$ cat src/rtl/lpddr_burst_ring_sequencer_if.sv
// Command/address bundle between the burst requesters and the ring sequencer.
// The master side raises burst requests; the slave side (the sequencer) returns
// command strobes, burst byte addresses and commit acknowledges.
interface lpddr_burst_ring_sequencer_if #(
   parameter int ADDR_W = 30
);
   logic              wr_req;
   logic              rd_req;
   logic              cmd_en_wr;
   logic [ADDR_W-1:0] wr_byte_addr;
   logic              cmd_en_rd;
   logic [ADDR_W-1:0] rd_byte_addr;
   logic              wr_ack;
   logic              rd_ack;

   modport master (
      output wr_req, rd_req,
      input  cmd_en_wr, wr_byte_addr, cmd_en_rd, rd_byte_addr, wr_ack, rd_ack
   );

   modport slave (
      input  wr_req, rd_req,
      output cmd_en_wr, wr_byte_addr, cmd_en_rd, rd_byte_addr, wr_ack, rd_ack
   );
endinterface

$ cat src/rtl/lpddr_burst_ring_sequencer.sv
// Burst ring sequencer for the LPDDR write/read port pair. A DDR region is
// treated as a ring of fixed-size bursts; write and read burst pointers,
// occupancy and full/empty flags are kept here, and one burst command at a
// time is issued with a registered, stable byte address.
module lpddr_burst_ring_sequencer #(
   parameter int                ADDR_W      = 30,
   parameter logic [ADDR_W-1:0] BASE_ADDR   = 30'h0000_0080,
   parameter int                BURST_BYTES = 128,
   parameter int                NUM_BURSTS  = 4096,
   parameter int                LVL_W       = 17
) (
   input  logic                        clkA_addr,
   input  logic                        addr_rstA_wr,
   input  logic                        calib_done,
   lpddr_burst_ring_sequencer_if.slave bus,
   output logic [LVL_W-1:0]            level,
   output logic                        ring_full,
   output logic                        ring_empty,
   output logic                        overflow
);
   localparam int                IDX_W    = (NUM_BURSTS > 1) ? $clog2(NUM_BURSTS) : 1;
   localparam logic [IDX_W-1:0]  IDX_LAST = IDX_W'(NUM_BURSTS - 1);
   localparam logic [ADDR_W-1:0] STEP     = ADDR_W'(BURST_BYTES);
   localparam logic [LVL_W-1:0]  LVL_MAX  = LVL_W'(NUM_BURSTS);

   typedef enum logic [2:0] {IDLE, WR_CMD, WR_ADV, RD_CMD, RD_ADV} state_t;

   state_t            state;
   logic [IDX_W-1:0]  wr_idx;
   logic [IDX_W-1:0]  rd_idx;
   logic              wr_pend;
   logic              rd_pend;
   logic              last_wr;
   logic              wr_in_flight;
   logic              wr_drop;
   logic              wr_ok;
   logic              rd_ok;
   logic              pick_wr;
   logic              pick_rd;
   logic [ADDR_W-1:0] wr_addr_nxt;
   logic [ADDR_W-1:0] rd_addr_nxt;

   // NOTE: the flags are decoded straight from the level register, so they
   // move in the same cycle as level with no extra flop of latency.
   assign ring_full  = (level == LVL_MAX);
   assign ring_empty = (level == '0);

   // Request filtering, arbitration between eligible bursts and burst addresses.
   always_comb begin
      wr_in_flight = (state == WR_CMD) || (state == WR_ADV);
      wr_drop      = bus.wr_req && (wr_pend || (ring_full && !wr_in_flight));
      wr_ok        = (state == IDLE) && calib_done && wr_pend && !ring_full;
      rd_ok        = (state == IDLE) && calib_done && rd_pend && !ring_empty;
      // Alternate when both are eligible; last_wr resets low so a write wins first.
      pick_wr      = wr_ok && (!rd_ok || !last_wr);
      pick_rd      = rd_ok && !pick_wr;
      // Modulo 2^ADDR_W by truncation to the address width.
      wr_addr_nxt  = BASE_ADDR + ADDR_W'(wr_idx) * STEP;
      rd_addr_nxt  = BASE_ADDR + ADDR_W'(rd_idx) * STEP;
   end

   // Pending-request capture and the sticky overflow flag; capture runs
   // regardless of calibration so early requests are not lost.
   always_ff @(posedge clkA_addr or posedge addr_rstA_wr) begin
      if (addr_rstA_wr) begin
         wr_pend  <= 1'b0;
         rd_pend  <= 1'b0;
         overflow <= 1'b0;
      end else begin
         // A request arriving while its flag is already set is absorbed
         // (write: counted as overflow), so clear-on-select can take priority.
         if (pick_wr)
            wr_pend <= 1'b0;
         else if (bus.wr_req && !wr_drop)
            wr_pend <= 1'b1;

         if (pick_rd)
            rd_pend <= 1'b0;
         else if (bus.rd_req)
            rd_pend <= 1'b1;

         if (wr_drop)
            overflow <= 1'b1;
      end
   end

   // Command sequencer: select in IDLE, strobe in *_CMD, commit pointers in *_ADV.
   always_ff @(posedge clkA_addr or posedge addr_rstA_wr) begin
      if (addr_rstA_wr) begin
         state            <= IDLE;
         wr_idx           <= '0;
         rd_idx           <= '0;
         level            <= '0;
         last_wr          <= 1'b0;
         bus.cmd_en_wr    <= 1'b0;
         bus.cmd_en_rd    <= 1'b0;
         bus.wr_ack       <= 1'b0;
         bus.rd_ack       <= 1'b0;
         bus.wr_byte_addr <= BASE_ADDR;
         bus.rd_byte_addr <= BASE_ADDR;
      end else begin
         // NOTE: strobes default low every cycle and are raised only on the
         // transition into their state, which makes them exactly one cycle wide.
         bus.cmd_en_wr <= 1'b0;
         bus.cmd_en_rd <= 1'b0;
         bus.wr_ack    <= 1'b0;
         bus.rd_ack    <= 1'b0;
         case (state)
            IDLE: begin
               if (pick_wr) begin
                  bus.wr_byte_addr <= wr_addr_nxt;
                  bus.cmd_en_wr    <= 1'b1;
                  last_wr          <= 1'b1;
                  state            <= WR_CMD;
               end else if (pick_rd) begin
                  bus.rd_byte_addr <= rd_addr_nxt;
                  bus.cmd_en_rd    <= 1'b1;
                  last_wr          <= 1'b0;
                  state            <= RD_CMD;
               end
            end
            WR_CMD: begin
               wr_idx     <= (wr_idx == IDX_LAST) ? '0 : wr_idx + 1'b1;
               level      <= level + 1'b1;
               bus.wr_ack <= 1'b1;
               state      <= WR_ADV;
            end
            RD_CMD: begin
               rd_idx     <= (rd_idx == IDX_LAST) ? '0 : rd_idx + 1'b1;
               level      <= level - 1'b1;
               bus.rd_ack <= 1'b1;
               state      <= RD_ADV;
            end
            WR_ADV:  state <= IDLE;
            RD_ADV:  state <= IDLE;
            default: state <= IDLE;
         endcase
      end
   end
endmodule

$ cat src/flat_wrapper.sv
// flat-port wrapper written by rule: the top's interface ports become plain ports
module lpddr_burst_ring_sequencer_flat 
#(
   parameter int                ADDR_W      = 30,
   parameter logic [ADDR_W-1:0] BASE_ADDR   = 30'h0000_0080,
   parameter int                BURST_BYTES = 128,
   parameter int                NUM_BURSTS  = 4096,
   parameter int                LVL_W       = 17
)
  (clkA_addr, addr_rstA_wr, calib_done, level, ring_full, ring_empty, overflow, bus_wr_req, bus_rd_req, bus_cmd_en_wr, bus_wr_byte_addr, bus_cmd_en_rd, bus_rd_byte_addr, bus_wr_ack, bus_rd_ack);
  lpddr_burst_ring_sequencer_if #(.ADDR_W(ADDR_W)) bus_i ();
  input  logic clkA_addr;
  input  logic addr_rstA_wr;
  input  logic calib_done;
  output logic [LVL_W-1:0] level;
  output logic ring_full;
  output logic ring_empty;
  output logic overflow;
  input wire logic [$bits(bus_i.wr_req)-1:0] bus_wr_req;
  input wire logic [$bits(bus_i.rd_req)-1:0] bus_rd_req;
  output wire logic [$bits(bus_i.cmd_en_wr)-1:0] bus_cmd_en_wr;
  output wire logic [$bits(bus_i.wr_byte_addr)-1:0] bus_wr_byte_addr;
  output wire logic [$bits(bus_i.cmd_en_rd)-1:0] bus_cmd_en_rd;
  output wire logic [$bits(bus_i.rd_byte_addr)-1:0] bus_rd_byte_addr;
  output wire logic [$bits(bus_i.wr_ack)-1:0] bus_wr_ack;
  output wire logic [$bits(bus_i.rd_ack)-1:0] bus_rd_ack;
  assign bus_i.wr_req = bus_wr_req;
  assign bus_i.rd_req = bus_rd_req;
  assign bus_cmd_en_wr = bus_i.cmd_en_wr;
  assign bus_wr_byte_addr = bus_i.wr_byte_addr;
  assign bus_cmd_en_rd = bus_i.cmd_en_rd;
  assign bus_rd_byte_addr = bus_i.rd_byte_addr;
  assign bus_wr_ack = bus_i.wr_ack;
  assign bus_rd_ack = bus_i.rd_ack;
  lpddr_burst_ring_sequencer #(.ADDR_W(ADDR_W), .BASE_ADDR(BASE_ADDR), .BURST_BYTES(BURST_BYTES), .NUM_BURSTS(NUM_BURSTS), .LVL_W(LVL_W)) u_core (.clkA_addr(clkA_addr), .addr_rstA_wr(addr_rstA_wr), .calib_done(calib_done), .bus(bus_i), .level(level), .ring_full(ring_full), .ring_empty(ring_empty), .overflow(overflow));
endmodule
$ cat config.mk
export PLATFORM = sky130hd
export DESIGN_NAME = lpddr_burst_ring_sequencer_flat
export DESIGN_NICKNAME = d
export VERILOG_FILES = /design/src/rtl/lpddr_burst_ring_sequencer_if.sv /design/src/rtl/lpddr_burst_ring_sequencer.sv /design/src/flat_wrapper.sv
export SDC_FILE = /design/constraint.sdc
export NUM_CORES = 1
export LEC_CHECK = 0
export ABC_AREA = 1
export BUFFER_PORTS_ARGS = -buffer_cell sky130_fd_sc_hd__buf_4
export CORE_MARGIN = 3
export CORE_UTILIZATION = 45
export DETAILED_ROUTE_END_ITERATION = 7
export PLACE_DENSITY = 0.79
export SLEW_MARGIN = 20
export SYNTH_ARGS = -nofsm -noshare
export SYNTH_HDL_FRONTEND = slang
export SYNTH_SLANG_ARGS = --single-unit
$ cat constraint.sdc
create_clock -name clkA_addr -period 3.5 [get_ports clkA_addr]
set_input_delay 0.7 -clock clkA_addr [delete_from_list [all_inputs] [get_ports clkA_addr]]
set_output_delay 0.7 -clock clkA_addr [all_outputs]
set_load 0.01 [all_outputs]
==> reports/summary.md <==
* 0 — Yosys warnings
* 0 — post-detailed-route DRC marker count
* u_core.state[1]$_DFFE_PP0P_ — Worst Setup SP
* 2180 um2 — multi-input logic area
* 32 — top fanout value on the critical path
* 17.1% — proportion of layout cells with a drive suffix above 1
* register to register — category of the most critical setup path
* 0 — Antenna Nets Post-Route
* 2 — worst hold path cell count
* 1.54 mW — switching component of the power
* register to register — type of the tightest min-delay check
* 0 — number of buffers added to fix hold violations after cts
* u_core.level[11]$_DFFE_PP0P_ — reg2reg end
* 2 — crit path buf inv count
* 0 — number of diodes added for antenna fixing
* 52.6% — fin util
* 0.602 ns — worst setup slack after placement
* 5180 um2 — post-route cell area
* 694 nW/um2 — Cell Pwr Density
* 0 — initial antenna violation count
* 89 — total I/O pin count
* 0 ns — Setup TNS
* 4.76 — Avg Vias per Cell
* 3729 — DR vias
* 3578 — number of global-route vias before repair
* 42.4% — sequential-to-total area share from yosys stat
* 0 — Gates resized, CTS repair
* 46.7% — effective utilization at floorplan
* 44.0% — power share of the combinational group
* 16.4 mm — first-pass GRT wire length
* u_core.bus.rd_byte_addr[7]$_DFFE_PP1P_ — hold path endpoint
* 39 — largest net degree at the start of global routing
* 0 — max cap viols
* 2 — clock buffer depth
* 7.85 um2 — mean instance size in the synthesized netlist
* u_core.bus.rd_byte_addr[7]$_DFFE_PP1P_ — Worst Hold Launch
* 11500 um2 — die footprint
* false — unrepaired setup endpoints after global routing
* 14 — Worst Reg2Reg Path Length in Cells
* nand2_1 -> inv_1 -> nand2_1 -> inv_1 -> ha_1 -> nand2_1 -> o21ai_0 -> nand2_1 -> nand2_1 -> nand2_1 -> nand2_1 -> nand2_1 -> nand3_1 -> nand2_1 — cell-by-cell trace of the critical path
* u_core.state[1]$_DFFE_PP0P_ — launch instance of the worst register-to-register path
* 2.92 ns — final critical-path required period
* 83.4% — final worst-path cycle share
* nand2_1 — most frequent cell on the critical path
* complete, no violations — result of the run
* 12.5% — relative area change from synthesis to final layout
* 4990 um2 — Area after DPL
* 1.01 ns — Worst Tran Pin Value
* dfrtp_1, nand2_1, buf_4 — main area contributors after synthesis
* 0 — setup violators final
* 0.867 — routability congestion estimate from global placement
* simple AND/OR/NAND/NOR gates — category of cells accounting for the largest share of critical-path delay
* 34 — Cell variety after synth
* 78 — # clock sinks
* register — category of the worst setup path capture point
* 342 MHz — highest attainable clock frequency
* 0.58 ns — setup slack of the worst register-to-register path
* 2.83 nW — Static Leakage
* 0.580 ns — Final Worst Setup Slack
* clkbuf_8 — clock root buffer
* register — startpoint type of the worst setup path
* 32.3% — normalized max-slew margin
* 17.6% — overall global routing resource usage
* 107 um — Die X
* 0 — count of flip-flops with a built-in enable after synthesis
* 0 — number of setup buffers added after CTS
* dfrtp_1 — Synth area leader
* 237 — number of violations reported at the end of detailed-routing iteration 0
* 54 — count of input and output buffers
* 0.480 ns — final worst hold slack
* 0 — final count of hold timing violations
* 9860 um2 — Placeable Area
* 0.08 ns — clock-pin slew on the worst setup and hold paths
* 3.17 ns — data arrival time of the critical path
* 9 — clock buffer count from CTS
* 913 — Filler cells
* 1950 um2 — area of all sequential standard cells
* 41.3% — share of the synthesized area in the top cell type
* yes — CTS tree
* 36 — number of core rows
* 12.6 um — detailed-route wire length per cell
* dfrtp_1 — Top FF cell, synth
* 4610 um2 — Netlist Area Pre-Place
* 3 — depth of the CTS H-tree
* 0.78 ns — delay of the slowest cell on the worst path
* 18.9% — part of the total power dissipated in the clock network
* 0 — count of pins over their slew limit
* 42.7% — switching power as a share of total power
* 4 — 1st-pass router iterations
* 0.255 mV — worst-case vdd ir drop
* 0.00553 ns — Fin Clk Skew
* 2.06 mW — internal power
* inv_1 — CP max stage cell
* 37.1% — sequential cell fraction of total power
* 3.75 ns — data required time at the worst endpoint
* 7.29 mm — Post-DP HPWL
* 78 — post-synthesis register bit count
* 9.87 mm — routed wire length
* 0 — residual overflow from global routing
* 100% — share of synthesized registers carrying an async set or reset
* 587 — instance count of the mapped netlist
* 669 — Net count, final
* 107 um — chip height
* 0.36 ns — clock insertion delay at the later pin of the skew report
## power by group through the flow
stage | registers (mW) | logic (mW) | clock network [mW]
global route | 1.37 | 1.79 | 0.729
global placement | 1.34 | 1.53 | 0
CTS | 1.34 | 1.59 | 0.690
finish | 1.33 | 1.58 | 0.679
detailed placement | 1.35 | 1.58 | 0
floorplan | 1.37 | 1.13 | 0
## worst reg2reg max path, cell delays in order, from the launching register on
cell and delay [ns]:
dfrtp_1 0.41, nand2_1 0.07, inv_1 0.08, nand2_1 0.15
inv_1 0.78, ha_1 0.29, nand2_1 0.07, o21ai_0 0.37
nand2_1 0.14, nand2_1 0.15, nand2_1 0.08, nand2_1 0.06
nand2_1 0.05, nand3_1 0.06, nand2_1 0.05
## cell usage in the layout (no fill, tap or decap), types with 5 or more instances in the layout
cell type | Yosys | routed
a21oi_1 | 16 | 16
buf_4 | 35 | 58
clkbuf_8 | 0 | 9
conb_1 | 1 | 34
dfrtp_1 | 76 | 76
ha_1 | 17 | 17
inv_1 | 63 | 62
inv_2 | 6 | 7
nand2_1 | 183 | 183
nand2_2 | 13 | 13
nand3_1 | 33 | 33
nand3b_1 | 5 | 5
nor2_1 | 39 | 39
nor3_1 | 7 | 7
o21ai_0 | 24 | 24
o21ai_1 | 5 | 5
o21ai_2 | 10 | 10
o22ai_1 | 6 | 6
xor2_1 | 22 | 22
## flip-flops by register name, indices dropped and copies added, names as in the netlist
name and count:
u_core.bus.cmd_en_rd 1, u_core.bus.cmd_en_wr 1, u_core.bus.rd_ack 1, u_core.bus.rd_byte_addr 13
u_core.bus.wr_ack 1, u_core.bus.wr_byte_addr 13, u_core.last_wr 1, u_core.level 17
u_core.overflow 1, u_core.rd_idx 12, u_core.rd_pend 1, u_core.state 3
u_core.wr_idx 12, u_core.wr_pend 1
## cells by family after synthesis
family,Yosys count,share of synthesized area (%)
AND/OR/NAND/NOR,289,26.7
adder cells (fa/ha/maj),18,5.05
other,1,0.0814
XOR/XNOR,24,4.56
buffers and inverters,112,13.0
AO/OA/AOI/OAI,65,8.20
flip-flops,78,42.4
## cell usage after synthesis, types with 4 or more instances
master,number
nand2_1,183
dfrtp_1,76
inv_1,63
nor2_1,39
buf_4,35
nand3_1,33
o21ai_0,24
xor2_1,22
ha_1,17
a21oi_1,16
nand2_2,13
o21ai_2,10
nor3_1,7
inv_2,6
o22ai_1,6
nand3b_1,5
o21ai_1,5
buf_2,4
## area by class of cell
class	instances	area share (%)
Clock buffer	11	2.53
Clock inverter	5	1.13
Inverter	69	5.00
Multi-Input combinational cell	430	42.0
Sequential cell	78	37.7
Tap cell	133	3.21
Timing Repair Buffer	58	8.40
## worst max path at each step
stage	endpoint	slack (ns)	cells after the start
floorplan	u_core.bus.cmd_en_rd$_DFF_PP0_	0.81	1
global route	u_core.level[15]$_DFFE_PP0P_	0.30	13
detailed placement	u_core.level[11]$_DFFE_PP0P_	0.60	14
finish	u_core.level[11]$_DFFE_PP0P_	0.58	14
CTS	u_core.level[11]$_DFFE_PP0P_	0.59	14
global placement	u_core.level[15]$_DFFE_PP0P_	0.78	13
## per-layer routing
layer | share of wire (%) | vias to the layer above | global-route usage [%]
met3 | 4.7 | 19 | 3.07
met2 | 48 | 95 | 29.0
met4 | 2.2 | 0 | 7.12
met5 | 0 | - | 0
met1 | 45 | 1720 | 23.0
li1 | - | 1895 | -
## stage by stage
stage | power [mW] | cells
finish | 3.60 | 784
global route | 3.89 | 784
CTS | 3.62 | 784
detailed placement | 2.93 | 768
global placement | 2.87 | 768
floorplan | 2.49 | 620
Note: power is estimated with default switching activity, not from simulation.
